$ cat config.mk
export PLATFORM = sky130hd
export DESIGN_NAME = reg_wb_arbiter
export DESIGN_NICKNAME = d
export VERILOG_FILES = /design/src/rtl/wb_pkg.sv /design/src/rtl/wb_hold_buf.sv /design/src/rtl/reg_wb_arbiter.sv
export SDC_FILE = /design/constraint.sdc
export NUM_CORES = 1
export LEC_CHECK = 0
export ABC_CLOCK_PERIOD_IN_PS = 2650
export CORE_ASPECT_RATIO = 1.75
export CORE_UTILIZATION = 35
export CTS_BUF_LIST = sky130_fd_sc_hd__clkbuf_8 sky130_fd_sc_hd__clkbuf_16
export CTS_CLUSTER_SIZE = 40
export DETAILED_ROUTE_END_ITERATION = 8
export HOLD_SLACK_MARGIN = 0.1
export SLEW_MARGIN = 20
export SYNTH_ARGS = -nofsm -noshare
export SYNTH_HDL_FRONTEND = slang
export SYNTH_SLANG_ARGS = --single-unit
$ cat constraint.sdc
create_clock -name clk -period 2.65 [get_ports clk]
set_input_delay 0.795 -clock clk [delete_from_list [all_inputs] [get_ports clk]]
set_output_delay 0.795 -clock clk [all_outputs]
set_load 0.01 [all_outputs]
$ cat src/rtl/wb_pkg.sv
// Shared writeback types: register-file geometry, requester indices and the buffered entry.
// Also provides the one-hot decode used by the pending-write mask.
package wb_pkg;

    localparam int unsigned REG_FILE_BITS = 5;
    localparam int unsigned REG_FILE_SIZE = 1 << REG_FILE_BITS;
    localparam int unsigned REG_SIZE      = 64;

    localparam int unsigned WB_NUM_REQ = 2;
    localparam int unsigned WB_REQ_ALU = 0;
    localparam int unsigned WB_REQ_MEM = 1;

    typedef struct packed {
        logic                     valid;
        logic [REG_FILE_BITS-1:0] num;
        logic [REG_SIZE-1:0]      data;
    } wb_entry_t;

    // One-hot of the destination register, or zero when the entry is empty
    function automatic logic [REG_FILE_SIZE-1:0] wb_onehot(input wb_entry_t e);
        wb_onehot = e.valid ? (REG_FILE_SIZE'(1) << e.num) : '0;
    endfunction

endpackage

$ cat src/rtl/wb_hold_buf.sv
// One-entry writeback holding buffer with valid/ready handshake.
// Writes to x0 are accepted and dropped without occupying the entry.
module wb_hold_buf
    import wb_pkg::*;
(
    input  logic                     clk,
    input  logic                     rst_n,
    input  logic                     req_valid_i,
    input  logic [REG_FILE_BITS-1:0] req_num_i,
    input  logic [REG_SIZE-1:0]      req_data_i,
    input  logic                     grant_i,
    output logic                     ready_c_o,
    output logic                     load_c_o,
    output wb_entry_t                ent_o
);

    wb_entry_t ent_q, ent_d;

    assign ready_c_o = !ent_q.valid || grant_i;
    assign load_c_o  = req_valid_i && ready_c_o && (req_num_i != '0);
    assign ent_o     = ent_q;

    // A draining entry can be replaced on the same edge it is granted
    always_comb begin
        ent_d = ent_q;
        if (load_c_o) begin
            ent_d.valid = 1'b1;
            ent_d.num   = req_num_i;
            ent_d.data  = req_data_i;
        end else if (grant_i) begin
            ent_d.valid = 1'b0;
        end
    end

    always_ff @(posedge clk or negedge rst_n) begin
        if (!rst_n) begin
            ent_q <= '0;
        end else begin
            ent_q <= ent_d;
        end
    end

endmodule

$ cat src/rtl/reg_wb_arbiter.sv
// Arbitrates the ALU and load writeback buffers onto the single registered GPR write port,
// oldest entry first, and publishes the mask of registers with writes in flight.
module reg_wb_arbiter
    import wb_pkg::*;
(
    input  logic                     clk,
    input  logic                     rst_n,
    input  logic                     req0_valid,
    output logic                     req0_ready,
    input  logic [REG_FILE_BITS-1:0] req0_num,
    input  logic [REG_SIZE-1:0]      req0_data,
    input  logic                     req1_valid,
    output logic                     req1_ready,
    input  logic [REG_FILE_BITS-1:0] req1_num,
    input  logic [REG_SIZE-1:0]      req1_data,
    output logic                     we,
    output logic [REG_FILE_BITS-1:0] write_num,
    output logic [REG_SIZE-1:0]      write_data,
    output logic [REG_FILE_SIZE-1:0] pending_mask
);

    wb_entry_t             ent [WB_NUM_REQ];
    logic [WB_NUM_REQ-1:0] grant;
    logic [WB_NUM_REQ-1:0] ready;
    logic [WB_NUM_REQ-1:0] load;

    logic      old1_q, old1_d;
    wb_entry_t port_q, port_d;
    wb_entry_t winner;

    wb_hold_buf u_buf_alu (
        .clk         (clk),
        .rst_n       (rst_n),
        .req_valid_i (req0_valid),
        .req_num_i   (req0_num),
        .req_data_i  (req0_data),
        .grant_i     (grant[WB_REQ_ALU]),
        .ready_c_o   (ready[WB_REQ_ALU]),
        .load_c_o    (load[WB_REQ_ALU]),
        .ent_o       (ent[WB_REQ_ALU])
    );

    wb_hold_buf u_buf_mem (
        .clk         (clk),
        .rst_n       (rst_n),
        .req_valid_i (req1_valid),
        .req_num_i   (req1_num),
        .req_data_i  (req1_data),
        .grant_i     (grant[WB_REQ_MEM]),
        .ready_c_o   (ready[WB_REQ_MEM]),
        .load_c_o    (load[WB_REQ_MEM]),
        .ent_o       (ent[WB_REQ_MEM])
    );

    assign req0_ready = ready[WB_REQ_ALU];
    assign req1_ready = ready[WB_REQ_MEM];

    // Oldest-first grant; a lone valid entry wins regardless of age
    always_comb begin
        grant             = '0;
        grant[WB_REQ_MEM] = ent[WB_REQ_MEM].valid && (!ent[WB_REQ_ALU].valid || old1_q);
        grant[WB_REQ_ALU] = ent[WB_REQ_ALU].valid && (!ent[WB_REQ_MEM].valid || !old1_q);
    end

    // Simultaneous loads: the load result is older by pipeline order
    always_comb begin
        old1_d = old1_q;
        if (load[WB_REQ_ALU] && load[WB_REQ_MEM]) begin
            old1_d = 1'b1;
        end else if (load[WB_REQ_ALU] && ent[WB_REQ_MEM].valid && !grant[WB_REQ_MEM]) begin
            old1_d = 1'b1;
        end else if (load[WB_REQ_MEM] && ent[WB_REQ_ALU].valid && !grant[WB_REQ_ALU]) begin
            old1_d = 1'b0;
        end
    end

    always_comb begin
        winner = grant[WB_REQ_MEM] ? ent[WB_REQ_MEM] : ent[WB_REQ_ALU];
        port_d = port_q;
        port_d.valid = |grant;
        if (|grant) begin
            port_d.num  = winner.num;
            port_d.data = winner.data;
        end
    end

    always_ff @(posedge clk or negedge rst_n) begin
        if (!rst_n) begin
            old1_q <= 1'b0;
            port_q <= '0;
        end else begin
            old1_q <= old1_d;
            port_q <= port_d;
        end
    end

    assign we         = port_q.valid;
    assign write_num  = port_q.num;
    assign write_data = port_q.data;

    // x0 can never be pending; the mask bit is forced low for the hazard unit
    assign pending_mask = (wb_onehot(ent[WB_REQ_ALU]) | wb_onehot(ent[WB_REQ_MEM]) | wb_onehot(port_q))
                          & ~REG_FILE_SIZE'(1);

endmodule

==> out/results.ini, run 1 <==
[pwr]
irDropWorstVdd_v=0.000703
p_total_uw=11200
p_leak_uw=0.00608
power_per_cell_area_mw_per_mm2=845

[synthesis]
async_flop_share_pct=100
synth_edf_count=0
seq_area_frac_synth_pct=58.3
yosysUniqueCellTypes=32
synth_compound_area_share_pct=9.17
synth_top_cell_by_area=dfrtp_1
muxShareOfSynthArea_pct=17.4
synth_top_cell_area_share_pct=58.3
synth_seq_cells=211
mappedNetlistNets=908
synth_top_cells_by_area=dfrtp_1 58%, mux2_2 15%, nand2_1 8.5%
synth_xor_area_share_pct=0
synth-simple-area-share_pct=11.5
ys.flop_type=dfrtp_1
synth_top_family_by_area=multiplexers
avgSynthCellArea_um2=11.8
synthCells=766
yosys_warnings=0
syn-cell-area_mm2=0.00906
synth_fa_ha_area_share_pct=0

[drt]
firstDrtPassIters=4
routed_wl_um=28300
drtIter0Drc=350
via_per_inst=5.13
wl_per_cell_um=20.3
route.detailed.drc=0
vias=7149
postRouteAntennaNets=0

[floorplanning]
initial_core_util_pct=35.8
ios=246
chipHeight_um=215
dieWidth_um=124
die_area_mm2=0.0266
coreArea_mm2=0.0253
rows=77

[worst_hold_path]
min-delay-path-class=input pin to async pin

[sta]
fin_ws_ns=-0.0286
max_freq_ghz=0.373
finalCritPeriodShare_pct=101
skew_ns=0.0182
hold_violations=0
fin_crit_ns=2.68
slew_headroom_pct=64.3
slew_violations=0
finalSetupViolCount=1
rsz0062_at_grt=true
tightest_slew_ns=0.536

[final_layout]
fillCellCount=2254
layout_common_cells=209 x clkdlybuf4s50_1, 203 x nand2_1, 197 x dfrtp_1
final_common_cell=clkdlybuf4s50_1
drive_above_1_share_pct=30.6
multiInputGateArea_mm2=0.00369
fin_cells=1394
syn2layout_area_growth_pct=46.4
utilization_pct=52.4
seq_area_mm2=0.00530
layout.nets=1205

[critical_path]
ff2ff_path_depth=6
path_class=flop to output pin
start_kind=flop
critPathMaxFanout=7
cp-end-kind=output pin
r2r-end=u_buf_mem.ent_o[12]$_DFFE_PN0N_
rr_startpoint=u_buf_alu.ent_o[69]$_DFFE_PN0P_
rrSetupSlack_ns=0.85
crit_start=write_num[0]$_DFFE_PN0P_
arrival_ns=1.88
cp-endpoint=pending_mask[23]
worst_ep_required_time_ns=1.86

[clocking]
cts_tree=yes
cts-buffers-inserted=21
htreeDepth=1
clk_pin_slew_worst_paths_ns=0.06
clock_sinks=211
cts_root_buf=clkbuf_16
clockBufferDepth=3
clk_latency_ns=0.51
cts_hold_buf=0

[global_routing]
grt_first_pass_wirelength_um=43300
overflow=0
first_global_vias=7496
grtUsageTotal_pct=21.7
grt_max_degree=67
antenna_found_initial=2

[run_status]
outcome=finished with violations
violations=negative setup slack

[place]
place.gp.congestion=0.913
place_inst=1314
place_hpwl_um=18900
io_buffers=244

[job]
maxCapViolCount=0

[metal layers]
layer	global-route usage, %	vias up	wire, um
met5	0	-	12
met4	8.92	2	1320
met2	39.9	229	15400
met1	24.4	3573	10200
li1	-	3268	-
met3	3.13	77	1410
[critical path, stage by stage, from the launching register on]
cell	delay, ns
dfrtp_2	0.49
buf_6	0.16
and3_4	0.17
a222oi_1	0.32
inv_1	0.10
buf_6	0.13
[cell type report]
cell class                 count  share of cell area (%)
multi-input combinational    496                    27.8
sequential                   211                    39.9
tap                          316                    2.98
clock inverter                12                   0.867
timing repair buffer         329                    23.9
antenna                        1                  0.0189
inverter                       4                   0.113
clock buffer                  25                    4.37
[worst min path at each step]
stage                                    start                         endpoint  slack (ns)  cells after the start
6_report                                 rst_n  u_buf_alu.ent_o[58]$_DFFE_PN0P_        0.26                      1
5_1_grt                                  rst_n       write_data[61]$_DFFE_PN0P_        0.28                      1
4_1_cts                                  rst_n  u_buf_alu.ent_o[58]$_DFFE_PN0P_        0.27                      1
3_5_place_dp   u_buf_alu.ent_o[27]$_DFFE_PN0P_       write_data[27]$_DFFE_PN0P_        0.46                      2
3_3_place_gp   u_buf_alu.ent_o[28]$_DFFE_PN0P_       write_data[28]$_DFFE_PN0P_        0.45                      2
2_1_floorplan   u_buf_alu.ent_o[0]$_DFFE_PN0P_        write_data[0]$_DFFE_PN0P_        0.44                      2
[Yosys cell counts (2+ instances only)]
cell type and instances:
a21boi_1 2, a21oi_1 2, a222oi_1 2, a22oi_1 97, a32o_1 2, and3_1 6, and3b_1 7, buf_1 3
buf_12 2, buf_2 3, buf_4 12, buf_6 2, clkbuf_1 32, dfrtp_1 211, inv_1 4, mux2_1 9
mux2_2 118, mux2_4 9, nand2_1 205, nand2b_1 2, nand3_1 2, nor2_1 9, nor3_1 3, nor3b_1 12
o21ai_2 2, or4_1 2
[timing repair]
action / 4_1_cts / 5_1_grt
setup buffers: 25 / 19
pin swaps: 10 / 11
gates resized for setup: 127 / 54
setup endpoints to repair: 32 / 30
[state kept, by name, indices dropped and copies added (netlist names)]
register / count
old1_q: 1
u_buf_alu.ent_o: 70
u_buf_mem.ent_o: 70
we: 1
write_data: 64
write_num: 5
[kinds of logic (layout without fill, tap and decap cells)]
group / count (synthesis) / count (layout)
compound gates: 110 / 110
buf+inv: 59 / 370
flops: 211 / 211
mux: 137 / 137
simple gates: 248 / 248
other cells: 1 / 2
[power by group]
group	internal [uW]	total, uW	switching [uW]
registers	4020	4540	526
clock network	1760	3000	1240
logic	1980	3670	1690
[through the flow]
step | area [um2] | setup WS (ns) | TNS [ns] | hold slack [ns]
floorplan | 9060 | 0.241 | 0 | 0.440
global placement | 12100 | -0.255 | -30.92 | 0.448
detailed placement | 12100 | -0.261 | -30.01 | 0.455
CTS | 13000 | -0.237 | -2.36 | 0.266
global route | 13300 | -0.0767 | -0.283 | 0.282
finish | 13300 | -0.0286 | -0.0286 | 0.257
No activity file was read; power rests on OpenSTA's default activity.
==> run 2: changes to the inputs <==
--- a/config.mk
+++ b/config.mk
@@ -12,6 +12,7 @@
 export CTS_CLUSTER_SIZE = 40
 export DETAILED_ROUTE_END_ITERATION = 8
 export HOLD_SLACK_MARGIN = 0.1
+export PLACE_DENSITY = 0.7
 export SLEW_MARGIN = 20
 export SYNTH_ARGS = -nofsm -noshare
 export SYNTH_HDL_FRONTEND = slang
==> out/results.ini, run 2 (synthesized netlist as in run 1, its figures left out) <==
[floorplanning]
coreArea_mm2=0.0253  ; unchanged
dieWidth_um=124  ; unchanged
chipHeight_um=215  ; unchanged
initial_core_util_pct=35.8  ; unchanged
rows=77  ; unchanged
ios=246  ; unchanged
die_area_mm2=0.0266  ; unchanged

[clocking]
htreeDepth=1  ; unchanged
clockBufferDepth=3  ; unchanged
clock_sinks=211  ; unchanged
clk_latency_ns=0.51  ; about the same
clk_pin_slew_worst_paths_ns=0.06  ; about the same
cts_root_buf=clkbuf_16  ; unchanged
cts_tree=yes  ; unchanged
cts-buffers-inserted=21  ; unchanged

[critical_path]
path_class=flop to output pin  ; unchanged
critPathMaxFanout=8  ; was 7
slowest_stage=dfrtp_2  ; unchanged
crit_path_max_incr_delay_ns=0.46  ; was 0.49 ns
crit_chain=buf_6, buf_6, and3b_2, a222oi_1, inv_1, buf_2  ; was buf_6, and3_4, a222oi_1, inv_1, buf_6
start_kind=flop  ; unchanged
crit_top_cell=buf_6  ; unchanged
cp_num_buf_inv=4  ; was 3
arrival_ns=1.93  ; was 1.88 ns
cp-end-kind=output pin  ; unchanged
path_delay_family=flip-flops  ; unchanged
worst_ep_required_time_ns=1.86  ; about the same

[pwr]
p_total_uw=11000  ; was 11,200 uW
power.switching_uw=3430  ; was 3460 uW
combPwrFrac_pct=32.6  ; was 32.7%
seqPwrFrac_pct=41.4  ; was 40.5%
intPower_uw=7580  ; was 7760 uW
power_per_cell_area_mw_per_mm2=832  ; was 845 mW/mm2
clkPwrFrac_pct=26.0  ; was 26.7%
switching_share_pct=31.2  ; was 30.8%
p_leak_uw=0.00601  ; was 0.00608 uW
irDropWorstVdd_v=0.000513  ; was 0.000703 V

[drt]
via_per_inst=5.20  ; was 5.13
route.detailed.drc=0  ; unchanged
routed_wl_um=27600  ; was 28,300 um
drtIter0Drc=388  ; was 350
vias=7268  ; was 7,149
postRouteAntennaNets=0  ; unchanged
wl_per_cell_um=19.7  ; was 20.3 um
firstDrtPassIters=5  ; was 4

[sta]
fin_crit_ns=2.72  ; was 2.68 ns
slew_headroom_pct=52.2  ; was 64.3%
rsz0062_at_grt=true  ; unchanged
hold_ws_ns=0.229  ; was 0.257 ns
skew_ns=0.0157  ; was 0.0182 ns
max_freq_ghz=0.368  ; was 0.373 GHz
finalSetupViolCount=1  ; unchanged
hold_violations=0  ; unchanged
tightest_slew_ns=0.716  ; was 0.536 ns
finalCritPeriodShare_pct=103  ; was 101%
fin_ws_ns=-0.0701  ; was -0.0286 ns
slew_violations=0  ; unchanged

[global_routing]
first_global_vias=7479  ; was 7,496
grt_first_pass_wirelength_um=41400  ; was 43,300 um
antenna_found_initial=4  ; was 2
overflow=0  ; unchanged
grt_max_degree=65  ; was 67
grtUsageTotal_pct=20.5  ; was 21.7%

[final_layout]
layout_common_cells=210 x clkdlybuf4s50_1, 204 x nand2_1, 199 x dfrtp_1  ; was 209 x clkdlybuf4s50_1, 203 x nand2_1, 197 x dfrtp_1
final_common_cell=clkdlybuf4s50_1  ; unchanged
layout.nets=1206  ; was 1,205
drive_above_1_share_pct=30.7  ; was 30.6%
syn2layout_area_growth_pct=45.9  ; was 46.4%

[job]
maxCapViolCount=0  ; unchanged

[place]
io_buffers=244  ; unchanged
place.gp.congestion=0.907  ; was 0.913
place_hpwl_um=18600  ; was 18,900 um

[worst_hold_path]
min-delay-path-class=input pin to async pin  ; unchanged

[run_status]
violations=negative setup slack  ; unchanged
outcome=finished with violations  ; unchanged

## run 2: worst paths after layout
check                      cells past startpoint                         endpoint  slack (ns)                       startpoint
setup / recovery                               6                 pending_mask[27]       -0.07         write_num[2]$_DFFE_PN0P_
hold / removal                                 1  u_buf_alu.ent_o[28]$_DFFE_PN0P_        0.23                            rst_n
setup reg to reg                               8       write_data[38]$_DFFE_PN0P_        0.64  u_buf_mem.ent_o[69]$_DFFE_PN0P_
hold reg to reg                                2       write_data[53]$_DFFE_PN0P_        0.47  u_buf_alu.ent_o[53]$_DFFE_PN0P_
max in group asynchronous                      2  u_buf_alu.ent_o[66]$_DFFE_PN0P_        1.66                            rst_n
min in group clk                               2       write_data[53]$_DFFE_PN0P_        0.47  u_buf_alu.ent_o[53]$_DFFE_PN0P_
## run 2: per-stage QoR
step                setup WS [ns]  TNS, ns  area, um2  util [%]  instances
global placement           -0.236   -23.41      12100      47.8       1316
CTS                        -0.224   -0.766      13000      51.4       1378
global route               -0.113   -0.174      13200      52.2       1396
floorplan                   0.241        0       9060         -        766
finish                    -0.0701  -0.0701      13200      52.2       1398
detailed placement         -0.256   -24.41      12100      47.8       1316
## run 2: final cells by class
type	count	area (um2)
Tap cell	316	395
Antenna cell	4	10.0
Clock inverter	14	98.8
Clock buffer	23	553
Inverter	4	15.0
Fill cell	2219	12100
Sequential cell	211	5300
Timing Repair Buffer	330	3160
Multi-Input combinational cell	496	3700
## run 2: layer usage
| layer | share of wire [%] | track usage (%) | up-vias |
|---|---|---|---|
| met2 | 54 | 36.2 | 281 |
| met3 | 5.8 | 3.45 | 85 |
| li1 | - | - | 3271 |
| met1 | 35 | 22.0 | 3629 |
| met4 | 6.0 | 13.3 | 2 |
| met5 | 0.062 | 0 | - |
## run 2: power groups by stage
stage | Sequential (uW) | Clock, uW | Combinational [uW]
floorplan | 4580 | 0 | 1480
global placement | 4580 | 0 | 3230
detailed placement | 4600 | 0 | 3290
CTS | 4550 | 2960 | 3470
global route | 4660 | 3060 | 3850
finish | 4560 | 2860 | 3590
## run 2: timing repair
item | in CTS | in global routing
hold buffers | 0 | 0
endpoints found under the setup margin | 32 | 28
pin swaps | 3 | 5
setup buffers | 25 | 16
gates resized for setup | 104 | 71
## run 2: worst register-to-register path: cells and delay by family, from the launching register on
family	cells	cell delay, ns
compound gates	1	0.22
buf+inv	5	1.13
flops	1	0.41
simple gates	2	0.18
